**config.mk**
```make
export PLATFORM = sky130hd
export DESIGN_NAME = led_owner_arb
export DESIGN_NICKNAME = d
export VERILOG_FILES = /design/src/rtl/ledarb_pkg.sv /design/src/rtl/led_owner_arb_rr_pick.sv /design/src/rtl/led_owner_arb.sv
export SDC_FILE = /design/constraint.sdc
export NUM_CORES = 1
export LEC_CHECK = 0
export BUFFER_PORTS_ARGS = -buffer_cell sky130_fd_sc_hd__buf_2
export CAP_MARGIN = 20
export CORE_MARGIN = 2
export CORE_UTILIZATION = 35
export CTS_CLUSTER_SIZE = 20
export DETAILED_ROUTE_END_ITERATION = 16
export SYNTH_ARGS = -nofsm -noshare
export SYNTH_HDL_FRONTEND = slang
export SYNTH_HIERARCHICAL = 1
export SYNTH_SLANG_ARGS = --single-unit
```
**constraint.sdc**
```tcl
create_clock -name i_clk -period 14.67 [get_ports i_clk]
set_input_delay 0 -clock i_clk [delete_from_list [all_inputs] [get_ports i_clk]]
set_output_delay 0 -clock i_clk [all_outputs]
set_load 0.02 [all_outputs]
```
**src/rtl/ledarb_pkg.sv**
```systemverilog
// Shared types for the LED ownership arbiter: FSM states and widths.
// No logic of its own.
// No flow control.
package ledarb_pkg;
  typedef enum logic [1:0] {
    IDLE  = 2'd0,
    LEASE = 2'd1,
    OPEN  = 2'd2
  } state_t;

  localparam int PWM_CNT_W = 8;
  localparam int IDX_W     = 3;
endpackage

```
**src/rtl/led_owner_arb_rr_pick.sv**
```systemverilog
// Round-robin picker: nearest requester after 'last', wrapping NREQ-1 to 0.
// Purely combinational, zero latency.
// No flow control; vld low when no request is present.
module rr_pick
  import ledarb_pkg::*;
#(
  parameter int NREQ = 4
) (
  input  logic [NREQ-1:0]  req,
  input  logic [IDX_W-1:0] last,
  output logic [IDX_W-1:0] winner,
  output logic             vld
);

  int best;

  // Distance 0 is last+1, so the previous owner is considered last.
  always_comb begin
    winner = '0;
    vld    = 1'b0;
    best   = NREQ;
    for (int k = 0; k < NREQ; k++) begin
      if (req[k] && (((k + NREQ - int'(last) - 1) % NREQ) < best)) begin
        best   = (k + NREQ - int'(last) - 1) % NREQ;
        winner = IDX_W'(k);
        vld    = 1'b1;
      end
    end
  end

endmodule

```
**src/rtl/led_owner_arb.sv**
```systemverilog
// LED bank ownership arbiter with minimum lease; LEDARB_PWM_EN adds duty-cycle dimming.
// Grant one cycle after request, o_led one cycle after the owner is seen.
// No backpressure: requests are levels, the owner releases by dropping its request.
module led_owner_arb
  import ledarb_pkg::*;
#(
  parameter int NREQ  = 4,
  parameter int NLEDS = 8,
  parameter int HOLDW = 16
) (
  input  logic                  i_clk,
  input  logic                  i_reset_n,
  input  logic [NREQ-1:0]       i_req,
  input  logic [NREQ*NLEDS-1:0] i_pattern,
  input  logic [NLEDS-1:0]      i_default,
  input  logic [HOLDW-1:0]      i_hold,
`ifdef LEDARB_PWM_EN
  input  logic [PWM_CNT_W-1:0]  i_duty,
`endif
  output logic [NREQ-1:0]       o_grant,
  output logic [IDX_W-1:0]      o_owner,
  output logic                  o_busy,
  output logic [NLEDS-1:0]      o_led
);

  localparam logic [HOLDW-1:0] CNT_ONE = HOLDW'(1);

  state_t            state;
  logic [HOLDW-1:0]  cnt;
  logic [IDX_W-1:0]  last_owner;
  logic [IDX_W-1:0]  pick_idx;
  logic              pick_vld;
  logic              own_req;
  logic [NLEDS-1:0]  led_base;
  logic [NLEDS-1:0]  led_drv;

  function automatic logic [NREQ-1:0] onehot(input logic [IDX_W-1:0] idx);
    logic [NREQ-1:0] v;
    v = '0;
    for (int i = 0; i < NREQ; i++) v[i] = (int'(idx) == i);
    return v;
  endfunction

  // Masking the current owner lets the same picker serve IDLE and OPEN handover.
  rr_pick #(.NREQ(NREQ)) u_pick (
    .req    (i_req & ~o_grant),
    .last   (last_owner),
    .winner (pick_idx),
    .vld    (pick_vld)
  );

  assign own_req = |(i_req & o_grant);

  always_ff @(posedge i_clk or negedge i_reset_n) begin
    if (!i_reset_n) begin
      state      <= IDLE;
      o_grant    <= '0;
      o_busy     <= 1'b0;
      o_owner    <= '0;
      cnt        <= '0;
      last_owner <= IDX_W'(NREQ - 1);
    end else begin
      case (state)
        IDLE: begin
          if (pick_vld) begin
            o_grant    <= onehot(pick_idx);
            o_owner    <= pick_idx;
            o_busy     <= 1'b1;
            last_owner <= pick_idx;
            cnt        <= i_hold;
            state      <= (i_hold == '0) ? OPEN : LEASE;
          end
        end
        LEASE: begin
          if (!own_req) begin
            o_grant <= '0;
            o_busy  <= 1'b0;
            cnt     <= '0;
            state   <= IDLE;
          end else if (cnt == CNT_ONE) begin
            cnt   <= '0;
            state <= OPEN;
          end else begin
            cnt <= cnt - CNT_ONE;
          end
        end
        OPEN: begin
          // Owner release wins over a simultaneous handover request.
          if (!own_req) begin
            o_grant <= '0;
            o_busy  <= 1'b0;
            state   <= IDLE;
          end else if (pick_vld) begin
            o_grant    <= onehot(pick_idx);
            o_owner    <= pick_idx;
            last_owner <= pick_idx;
            cnt        <= i_hold;
            state      <= (i_hold == '0) ? OPEN : LEASE;
          end
        end
        default: state <= IDLE;
      endcase
    end
  end

  always_comb begin
    led_base = i_default;
    for (int k = 0; k < NREQ; k++) begin
      if (o_grant[k]) led_base = i_pattern[k*NLEDS +: NLEDS];
    end
  end

`ifdef LEDARB_PWM_EN
  logic [PWM_CNT_W-1:0] pwm_cnt;

  always_ff @(posedge i_clk or negedge i_reset_n) begin
    if (!i_reset_n) pwm_cnt <= '0;
    else            pwm_cnt <= pwm_cnt + PWM_CNT_W'(1);
  end

  assign led_drv = led_base & {NLEDS{pwm_cnt < i_duty}};
`else
  assign led_drv = led_base;
`endif

  always_ff @(posedge i_clk or negedge i_reset_n) begin
    if (!i_reset_n) o_led <= '0;
    else            o_led <= led_drv;
  end

endmodule

```
==> run_results.csv <==
group,metric,value,unit
timing,maxSlewViolCount,0,
job,cap_violations,0,
cts,clock-root-buffer,"clkbuf_8",
synth,synth_top_flop_cell,"dfrtp_1",
power,power.internal,0.474,mW
cts,clockBufferDepth,2,
timing,rsz0062_at_grt,"no",
place,place_hpwl,5.49,mm
power,p_seq_share,20.6,%
power,switching_share,49.2,%
global_route,grt_pass1_wl,12.7,mm
timing,fin_setup_tns,0,ns
global_route,grt_max_degree,37,
synth,syn_nets,419,
timing,finalCriticalPeriod,7.08,ns
min_path,hold_end,"o_led[5]",
cts,cts_setup_buffers,0,
worst_setup_path,reg2reg_to,"cnt[0]",
detailed_routing,route.met2.wl,3.65,mm
synth,synth_mux_area_share,7.63,%
detailed_routing,drt-initial-drc-count,115,
outcome,run_status,"completed",
cells_and_area,syn_to_final_growth,22.6,%
global_route,track_usage,17.5,%
timing,clock_skew,0.0119,ns
detailed_routing,drc,0,
synth,async_flop_share,100,%
cells_and_area,diodes,0,
cts,ctsHtreeMaxLevel,2,
detailed_routing,dr.pass1.iters,4,
cts,cts_resized,0,
min_path,hold_start,"i_pattern[21]",
floorplan,die-height,96.1,microns
detailed_routing,detail-route-antenna-nets,0,
global_route,grt_pass1_vias,2750,
synth,ys_warn_count,6,
power,p_leak,1.63,nW
cells_and_area,layout_commonest_cell,"buf_2",
cts,clock-sinks,36,
synth,synth-simple-area-share,21.3,%
place,portBuffers,77,
power,total_switching_power,0.459,mW
min_path,hold_class,"in2reg",
detailed_routing,wl_met3,421,microns
floorplan,dieWidth,96.1,microns
global_route,antenna_found_initial,0,
synth,ys_ff_latch,36,
worst_setup_path,end_kind,"register",
worst_setup_path,worstReg2RegStart,"last_owner[0]",
floorplan,initial_core_util,36.1,%
cts,clk_pin_slew_worst_paths,0.09,ns
power,ir_drop,0.108,mV
synth,synth-seq-area-share,30.4,%
worst_setup_path,crit_fanout,15,
power,comb_power_share,71.5,%
cells_and_area,num-fill-cells,812,
worst_setup_path,startpoint_type,"register",
power,clkPwrFrac,7.9,%
synth,yosysUniqueCellTypes,67,
detailed_routing,maxUsedRoutingLayer,"met4",
synth,synth_top_family_by_area,"compound AO/OA/AOI/OAI gates",
floorplan,pin_count,78,
cts,cts_tree,"yes",
timing,fin_crit_sh,48.3,%
timing,fmax,141,MHz
synth,syn_inst,336,
detailed_routing,wl_per_cell,14.4,microns
synth,syn_avg_cell_area,8.83,sq um
detailed_routing,routed_wl,7.57,mm
worst_setup_path,reg2regPathDepth,24,
detailed_routing,via_per_inst,5.35,
cts,hold_buffers,15,
place,dp.cells,501,
cts,numCtsBuffers,5,
floorplan,placement_rows,33,
global_route,overflow,0,
cells_and_area,fin_cells,525,
cells_and_area,final_cell_mix,"buf_2 (77), o21ai_0 (34), dfrtp_1 (34)",
floorplan,die_area,0.00923,sq mm
synth,syn_area,0.00297,sq mm
synth,synth_compound_area_share,24.3,%
min_path,min_path_cells,3,
timing,setup_viol,0,
cells_and_area,drive_above_1_share,27.1,%
synth,synth_fa_ha_area_share,8.85,%
worst_setup_path,cp.arrival,7.24,ns
timing,slew_headroom,43.2,%
place,gp_congestion,0.797,
detailed_routing,wl_met1,3.42,mm
synth,synth-edff-count,0,
worst_setup_path,worstPathRequired,14.83,ns
synth,synth-xor-area-share,0.590,%
detailed_routing,vias,2811,
worst_setup_path,path_class,"reg2reg",
worst_setup_path,reg2reg_slack,7.59,ns
timing,worst_slew_pin_slew,0.831,ns
cts,worstSkewPairLatency,0.30,ns
power,cellPowerDensity,256,mW/mm^2
cells_and_area,layout.nets,502,
timing,hold_viol_final,0,
floorplan,core,0.00822,sq mm
-- registers in the layout, indices dropped and copies added, names as in the netlist --
register and count:
o_led 8, o_grant 4, cnt 16, state 2
o_busy 1, o_owner 3, last_owner 2
-- power by group through the flow --
stage                     Sequential, mW  Combinational, mW  Clock, mW
after floorplan                    0.190              0.528          0
after global placement             0.194              0.642          0
after detailed placement           0.194              0.653          0
after CTS                          0.192              0.665     0.0780
after global routing               0.200              0.755     0.0820
final                              0.193              0.666     0.0736
-- stage by stage --
stage          util (%)  hold WS (ns)  area [sq um]  power [mW]  setup WS (ns)
6_report           44.3       0.00599          3640       0.933           7.59
5_1_grt            44.3        0.0259          3640        1.04           7.13
4_1_cts            44.2       0.00317          3630       0.935           7.71
2_1_floorplan         -        -0.296          2970       0.718           8.46
3_5_place_dp       41.2         0.161          3390       0.847           7.74
3_3_place_gp       41.2         0.161          3390       0.835           8.05
-- logic make-up (layout without fill, tap and decap cells) --
family | after synthesis | count (layout)
and+or+nand+nor | 108 | 108
AOI/OAI and AO/OA | 103 | 103
buffers and inverters | 43 | 127
DFF | 36 | 36
muxes | 22 | 22
adders and majority gates | 21 | 21
xor gates and xnor gates | 2 | 2
other | 1 | 1
-- routing by layer --
| layer | up-vias | global-route usage [%] |
|---|---|---|
| met1 | 1299 | 22.2 |
| met2 | 89 | 30.3 |
| li1 | 1415 | - |
| met5 | - | 0 |
| met3 | 8 | 3.45 |
| met4 | 0 | 4.76 |
-- synth_stat cells, drive strengths merged (2+ instances only) --
library cell / count / area share, %
o21ai: 35 / 6.3
dfrtp: 34 / 29
nand2: 29 / 3.8
inv: 25 / 3.2
ha: 21 / 8.9
a21oi: 17 / 3.2
mux2i: 17 / 5.7
nor2: 15 / 2.1
buf: 13 / 3.0
nor3: 12 / 2.0
a22o: 10 / 3.5
nor4: 10 / 2.8
nand3: 9 / 1.5
nor2b: 8 / 1.7
a21o: 5 / 1.4
a22oi: 5 / 1.3
clkbuf: 5 / 0.63
mux2: 5 / 1.9
o22ai: 5 / 1.1
o2bb2ai: 5 / 1.5
a32oi: 3 / 0.89
nand3b: 3 / 1.2
o221ai: 3 / 0.89
or2: 3 / 0.63
or4: 3 / 1.0
a211oi: 2 / 0.51
a21boi: 2 / 0.51
dfstp: 2 / 1.8
nor3b: 2 / 0.51
nor4b: 2 / 0.59
or3: 2 / 0.42
or4b: 2 / 0.67
xnor2: 2 / 0.59
-- cell type report --
class / count / area (sq um) / area share (%)
multi-input combinational: 257 / 1860 / 51.2
sequential: 36 / 903 / 24.8
timing repair buffer: 94 / 554 / 15.2
tap: 105 / 131 / 3.61
inverter: 25 / 93.8 / 2.58
clock buffer: 5 / 68.8 / 1.89
clock inverter: 3 / 23.8 / 0.653
-- worst max-delay path, cell delays in order (launching register included) --
cell and delay, ns:
dfstp_2 0.67, inv_1 0.12, ha_1 0.41, or2_2 0.33, o22ai_1 0.17, nand2_1 0.08, ha_1 0.33, and4bb_2 0.26
o21ai_0 0.14, a211oi_1 0.32, a21oi_1 0.11, ha_1 0.33, nand2_1 0.06, nor4_1 0.41, a21oi_4 0.19, o211a_1 0.24
ha_1 0.28, a21o_2 0.21, a2111oi_0 0.74, a211oi_1 0.15, nand3_1 0.33, nor2_1 0.09, or3_1 0.57, a221oi_1 0.32
a21oi_1 0.07
-- worst max-delay path by stage --
stage / startpoint / endpoint / slack (ns) / depth (start not counted)
finish: last_owner[0] / cnt[0] / 7.59 / 24
global route: last_owner[0] / cnt[0] / 7.13 / 24
CTS: last_owner[0] / cnt[0] / 7.71 / 25
detailed placement: last_owner[0] / cnt[0] / 7.74 / 24
global placement: last_owner[0] / cnt[0] / 8.05 / 25
floorplan: last_owner[0] / cnt[2] / 8.46 / 28
No activity file was read; power rests on OpenSTA's default activity.
